--- src/rtl/alu_cmd_sequencer.sv ---
// Command front-end and register file wrapped around an external combinational ALU.
// Accepts one command per handshake, runs it through the ALU and returns the result.
module alu_cmd_sequencer #(
   parameter int WIDTH  = 8,
   parameter int REG_AW = 2
) (
   input  logic              clk,
   input  logic              rst,
   input  logic              cmd_valid_i,
   output logic              cmd_ready_o,
   input  logic              cmd_load_i,
   input  logic [2:0]        cmd_op_i,
   input  logic [REG_AW-1:0] cmd_rd_i,
   input  logic [REG_AW-1:0] cmd_ra_i,
   input  logic [REG_AW-1:0] cmd_rb_i,
   input  logic [WIDTH-1:0]  cmd_imm_i,
   output logic [WIDTH-1:0]  alu_a_o,
   output logic [WIDTH-1:0]  alu_b_o,
   output logic [2:0]        alu_sel_o,
   input  logic [WIDTH-1:0]  alu_result_i,
   output logic              res_valid_o,
   input  logic              res_ready_i,
   output logic [WIDTH-1:0]  res_data_o,
   output logic              res_zero_o,
   output logic              res_neg_o,
   output logic              busy_o
);

   localparam int NREG = 1 << REG_AW;

   typedef enum logic [1:0] {IDLE, EXEC, RESP} state_t;

   state_t              state_q, state_d;
   logic [WIDTH-1:0]    rf_q [NREG];
   logic [WIDTH-1:0]    rf_d [NREG];
   logic [WIDTH-1:0]    alu_a_q, alu_a_d;
   logic [WIDTH-1:0]    alu_b_q, alu_b_d;
   logic [2:0]          alu_sel_q, alu_sel_d;
   logic [REG_AW-1:0]   rd_q, rd_d;
   logic                load_q, load_d;
   logic [WIDTH-1:0]    imm_q, imm_d;
   logic [WIDTH-1:0]    res_data_q, res_data_d;
   logic                res_zero_q, res_zero_d;
   logic                res_neg_q, res_neg_d;
   logic                res_valid_q, res_valid_d;
   logic [WIDTH-1:0]    wdata;

   always_ff @(posedge clk or posedge rst) begin
      if (rst) begin
         state_q     <= IDLE;
         for (int i = 0; i < NREG; i++) rf_q[i] <= '0;
         alu_a_q     <= '0;
         alu_b_q     <= '0;
         alu_sel_q   <= '0;
         rd_q        <= '0;
         load_q      <= 1'b0;
         imm_q       <= '0;
         res_data_q  <= '0;
         res_zero_q  <= 1'b0;
         res_neg_q   <= 1'b0;
         res_valid_q <= 1'b0;
      end else begin
         state_q     <= state_d;
         rf_q        <= rf_d;
         alu_a_q     <= alu_a_d;
         alu_b_q     <= alu_b_d;
         alu_sel_q   <= alu_sel_d;
         rd_q        <= rd_d;
         load_q      <= load_d;
         imm_q       <= imm_d;
         res_data_q  <= res_data_d;
         res_zero_q  <= res_zero_d;
         res_neg_q   <= res_neg_d;
         res_valid_q <= res_valid_d;
      end
   end

   // Operands are sampled at accept, so a command whose rd matches ra/rb sees the old value.
   always_comb begin
      state_d     = state_q;
      rf_d        = rf_q;
      alu_a_d     = alu_a_q;
      alu_b_d     = alu_b_q;
      alu_sel_d   = alu_sel_q;
      rd_d        = rd_q;
      load_d      = load_q;
      imm_d       = imm_q;
      res_data_d  = res_data_q;
      res_zero_d  = res_zero_q;
      res_neg_d   = res_neg_q;
      res_valid_d = res_valid_q;
      wdata       = load_q ? imm_q : alu_result_i;
      case (state_q)
         IDLE: begin
            if (cmd_valid_i) begin
               alu_a_d   = rf_q[cmd_ra_i];
               alu_b_d   = rf_q[cmd_rb_i];
               alu_sel_d = cmd_op_i;
               rd_d      = cmd_rd_i;
               load_d    = cmd_load_i;
               imm_d     = cmd_imm_i;
               state_d   = EXEC;
            end
         end
         EXEC: begin
            rf_d[rd_q]  = wdata;
            res_data_d  = wdata;
            res_zero_d  = (wdata == '0);
            res_neg_d   = wdata[WIDTH-1];
            res_valid_d = 1'b1;
            state_d     = RESP;
         end
         RESP: begin
            if (res_ready_i) begin
               res_valid_d = 1'b0;
               state_d     = IDLE;
            end
         end
         default: state_d = IDLE;
      endcase
   end

   assign cmd_ready_o = (state_q == IDLE);
   assign busy_o      = (state_q != IDLE);
   assign alu_a_o     = alu_a_q;
   assign alu_b_o     = alu_b_q;
   assign alu_sel_o   = alu_sel_q;
   assign res_valid_o = res_valid_q;
   assign res_data_o  = res_data_q;
   assign res_zero_o  = res_zero_q;
   assign res_neg_o   = res_neg_q;

endmodule

--- config.mk ---
export PLATFORM = sky130hd
export DESIGN_NAME = alu_cmd_sequencer
export DESIGN_NICKNAME = d
export VERILOG_FILES = /design/src/rtl/alu_cmd_sequencer.sv
export SDC_FILE = /design/constraint.sdc
export NUM_CORES = 1
export LEC_CHECK = 0
export BUFFER_PORTS_ARGS = -buffer_cell sky130_fd_sc_hd__buf_2
export CAP_MARGIN = 40
export CORE_UTILIZATION = 50
export CTS_CLUSTER_DIAMETER = 120
export DETAILED_ROUTE_END_ITERATION = 16
export PLACE_DENSITY = 0.72
export SLEW_MARGIN = 20
export SYNTH_ARGS = -nofsm -noshare
export SYNTH_HDL_FRONTEND = slang
export SYNTH_SLANG_ARGS = --single-unit
--- constraint.sdc ---
create_clock -name clk -period 2.7 [get_ports clk]
set_input_delay 0.135 -clock clk [delete_from_list [all_inputs] [get_ports clk]]
set_output_delay 0.135 -clock clk [all_outputs]
set_load 0.1 [all_outputs]
Word level (Yosys, flattened, before mapping)
Index checks and enable logic that the tools add are counted.
{ "classes": {"n_lt_le_gt_ge": 4, "eq_ne": 4, "n_mux": 15, "bitwise": 3, "reduce_logical": 8} }
{ "ops": {"columns": ["op", "n"], "rows": [
  ["8-bit 2-to-1 mux", 6],
  ["8-bit binary-select mux with 2-bit select", 2],
  ["32-bit bitwise mux", 1],
  ["8-bit demux with 2-bit select", 1],
  ["3-bit greater-or-equal comparator, second input constant", 3],
  ["2-bit NOT with 3-bit output", 3],
  ["8-bit zero test", 1],
  ["2-bit one-hot mux with 3 select lines", 1],
  ["2-bit AND reduction", 3],
  ["2-bit 2-to-1 mux", 2],
  ["2-bit inequality test, second input constant", 2],
  ["2-bit nonzero test", 2],
  ["3-bit by 1-bit < comparator with 1-bit output, second input constant", 1],
  ["2-bit by 1-bit equality test with 1-bit output, second input constant", 1],
  ["2-bit equality test, second input constant", 1],
  ["2-bit zero test", 1],
  ["1-bit one-hot mux with 2 select lines", 1],
  ["1-bit logical AND", 1],
  ["1-bit 2-to-1 mux", 1]
]} }
{ "totals": {"regBits": 75} }

Logic depth before layout (Yosys ltp)
{ "logic_depth": {"ltp_word": 6, "mapped_depth": 6, "ltp_nobuf": 4} }

Least setup slack after synthesis
OpenSTA, ideal clock, no wires.
{ "synth_path": {"path_type": "register -> register", "start": "reg state_q[0]", "end": "reg alu_a_q[0], in the netlist alu_a_o[0]", "setup_time_ns": 0.125, "arrival_time_ns": 1.961, "path_slack_ns": 0.614, "path_stages_with_launch": 7, "n_path_buf": 2, "period_less_slack_ns": 2.086, "cell_sequence": "dfrtp_1 or2_4 inv_2 and2_1 buf_2 buf_6 mux2_2"} }
{ "synth_between": {"elab_chain_len": 2} }
{ "synth_rtl": {"columns": ["element", "line", "text"], "rows": [
  ["start, declared", "33", "state_t state_q, state_d;"],
  ["start signal, assigned", "63", "state_q <= state_d;"],
  ["2-bit zero test", null, null],
  ["via cmd_ready_o", "10", "output logic cmd_ready_o,"],
  ["2-bit AND reduction (no source line)", null, null],
  ["end signal, assigned", "65", "alu_a_q <= alu_a_d;"],
  ["end, declared", "36", "logic [WIDTH-1:0] alu_a_q, alu_a_d;"]
]} }
The timed path passes the listed nets, and every way through them passes these cells.
A chain may end at the register's enable or synchronous reset.

Worst setup path in the final report
{ "layout_path": {"start": "reg state_q[1]", "end": "reg rf_q[14] (netlist name)"} }
{ "layout_between": {"elab_chain_len": 1} }
{ "layout_rtl": {"columns": ["element", "line", "text"], "rows": [
  ["2-bit by 1-bit equality test with 1-bit output", "93", "case (state_q)"],
  ["end signal, assigned", "64", "rf_q <= rf_d;"],
  ["end, declared", "34", "logic [WIDTH-1:0] rf_q [NREG];"]
]} }
Every way passes these cells.

==> summary by stage <==
Synthesis
Of the synthesized area, sequential elements account for 0.573. Of the post-synthesis cell area, the dominant cell type holds 0.573. Averaged over all synthesized cells, the footprint is around 13 um^2.

By area the synthesized netlist is led by dfrtp_1 (57%), mux4_2 (11%), mux2_2 (9.4%), a21oi_1 (4.0%), nor2_1 (2.8%). The post-synthesis instance total is 246. The distinct cell type count after synthesis is 27. The synthesized design contains between 70 and 80 register bits. The synthesized design spends more area on one cell type than any other, namely dfrtp_1. Counting every net in the synthesized netlist gives ~280. Yosys printed 0 warnings. In this run the cell area of the synthesized design comes to roughly 3200 um^2.

Detailed routing
The first detailed-routing pass took 4 iterations. In the routed design, unresolved DRC markers number 0. The count of nets left with antenna violations once routing finished came out at 0.

The wire length per cell is 15.8 um. For this block, the routed nets add up to 6180 um of wire. The routed layout has between 2000 and 2500 vias. For this block, the initial DRC count from the detailed router was ~110. Dividing the detail-routed via count by the number of cells gives about 5.4.

Cells and area
The diode insertion count for antenna repair is 0. The area growth from synthesis to layout is 16.6%. In the layout the commonest cells are dfrtp_1 (74), buf_2 (61), mux2_2 (27), a21oi_1 (26), nor2_1 (24). The leading cell type in the layout, fill and taps excluded is dfrtp_1. After the last flow step, the layout net total stands at 340. After filler insertion, the fill cell instance count of the layout stands at 503. The layout cell share with drive strength beyond 1 is 0.406.

Hold path
The kind of path behind the tightest hold check is in2reg. Counting instances, the worst hold path has a depth of 2. In this run the most critical hold path is launched from cmd_imm_i[7]. The worst hold path terminates at imm_q[7].

Clock network
The later pin in the worst-skew pair is clocked with a latency of about 340 ps. The maximum root-to-sink buffer count is 2. Buffers inserted during clock tree synthesis total 9.

The number of buffers inserted to repair setup after CTS is 0. The H-tree level count is 3. The number of clock sinks is between 70 and 80. After clock tree synthesis, the clock-pin slew on the worst setup and hold paths is 80 ps. The TritonCTS clock tree is built. The tree is rooted in a clkbuf_8.

GRT
The remaining global-route overflow is 0. The initial antenna violation count was 0. The number of global-route vias before repair was around 2000. The global-route wire length before repair is 10200 um. In the global route stage, met1 resource usage came out at 0.294. The met3 usage is 0.0440.

The met2 track demand over resource is 0.314. Entering global routing, the biggest net connects 45 pins. The layer with the highest usage is met2. In the global route stage, overall resource usage came out at 0.210.

Setup path
The critical path in this run is classified as reg2reg. The worst endpoint data arrival time is 2040 ps. Data on the critical path is required at its endpoint by ~3000 ps. The worst setup path is captured at a flip-flop. The reg-to-reg critical path endpoint is rf_q[14].

The startpoint identified for the worst register-to-register timing path is state_q[1]. The largest driver fanout on the critical path is 22. The worst register-to-register path has a setup slack of between 900 and 1000 ps. The worst register-to-register path has a depth of 5.

Tracing the worst setup path back leads to its startpoint at state_q[1]. The startpoint class of the critical path is a flip-flop.

STA
The worst pin sits at a relative slew slack of 0.481. The total count of hold-check failures in the final report came to 0. For the final database, setup skew stands at roughly 8.3 ps. In the finished design, the share of the clock period the worst path needs comes to 0.662. The setup-violating endpoint count in the final report is 0. The highest clock frequency the design can meet is about 0.56 GHz. After layout, the minimum clock period comes to ~1800 ps. The post-route setup TNS is 0 ps. Setup repair after global routing left no endpoint under its margin. The max-slew violation count is 0. The actual transition at the worst max-transition pin is between 700 and 800 ps.

Floorplan
The chip width is a little over 80 um. Measured along the y axis, the die boundary spans between 80 and 90 um. The placeable core area is about 6100 um^2.

The die outline area is just under 7000 um^2. The initial utilization of the core area, before any placement, comes to 0.533. The row count is 28.

During I/O placement, the number of pins put on the boundary was between 60 and 70.

Status
The flow ran to the end, and the final reports show no timing, DRC or antenna violations.

Place
The placer congestion estimate is about 0.70. Port buffering added 61 buffers. The sum of net half-perimeters after detailed placement is between 4000 and 5000 um.

Run
The count of maximum capacitance violations is 0.
## worst max-delay path: stages (launching register included)
cell      delay (ps)
dfrtp_1          440
nand2b_1         520
nor3b_2          300
buf_4            230
nor2_1            60
a21oi_1          150
## what timing repair did
action / CTS / global route
endpoints found under the hold margin: 32 / 0
gates resized for setup: 0 / 0
hold buffers: 3 / 0
endpoints found under the setup margin: 0 / 0
## state kept, by name, summed over array words and instances (netlist names)
register and cells:
alu_a_o 8, alu_b_o 8, alu_sel_o 3, imm_q 8, load_q 1, rd_q 2
res_data_o 8, res_valid_o 1, res_zero_o 1, rf_q 32, state_q 2
## kinds of logic after synthesis
family,after synthesis,share of synthesized area
DFF,74,0.573
buffers and inverters,19,0.0360
AOI/OAI and AO/OA,45,0.0704
and+or+nand+nor,54,0.0801
muxes,54,0.241
## worst max path at each step
| stage | endpoint | slack [ps] | cells after the start |
|---|---|---|---|
| 3_5_place_dp | alu_b_o[4] | 950 | 5 |
| 3_3_place_gp | alu_a_o[4] | 1020 | 5 |
| 6_report | rf_q[14] | 910 | 5 |
| 4_1_cts | rf_q[14] | 900 | 5 |
| 2_1_floorplan | alu_a_o[0] | 610 | 6 |
| 5_1_grt | rf_q[14] | 710 | 5 |
## routing by layer
metal | routed length [um] | part of all wire
met1 | 2960 | 0.48
met2 | 2780 | 0.45
met3 | 323 | 0.052
met4 | 109 | 0.018
met5 | 0 | 0
## synth_stat cells
cell type,instances
inv_1,2
nor4_1,2
o211ai_1,1
dfrtp_1,74
or2_4,1
nand2_1,18
clkbuf_1,2
mux2_2,27
buf_1,2
mux2_1,3
nor2_1,24
and2_1,1
mux4_2,16
or4_1,1
buf_4,2
nor3b_2,2
a21oi_1,26
o21ai_1,1
nand2b_1,2
buf_6,4
o21ai_0,17
or4b_1,1
inv_2,1
nor3_2,1
buf_2,6
mux2i_1,8
nand4b_1,1
## through the flow
step           std cells  instance area (um^2)  hold slack (ps)  worst slack [ps]  utilization
5_1_grt              390                  3770             15.2               709        0.622
3_3_place_gp         371                  3580              264              1020        0.590
3_5_place_dp         371                  3580              276               947        0.590
4_1_cts              390                  3770             12.9               899        0.622
2_1_floorplan        246                  3230              242               614            -
6_report             390                  3770             22.2               913        0.622
## final cells by class
type | instances | area (um^2) | share of cell area
Tap cell | 75 | 93.8 | 0.0249
Clock buffer | 13 | 149 | 0.0395
Sequential cell | 74 | 1850 | 0.491
Timing Repair Buffer | 69 | 385 | 0.102
Clock inverter | 3 | 15.0 | 0.00398
Multi-Input combinational cell | 153 | 1260 | 0.335
Inverter | 3 | 11.3 | 0.00299
Power is left out: the tool's default activity adds up to more than one toggle a clock period on the data nets, which glitch-free logic cannot reach.
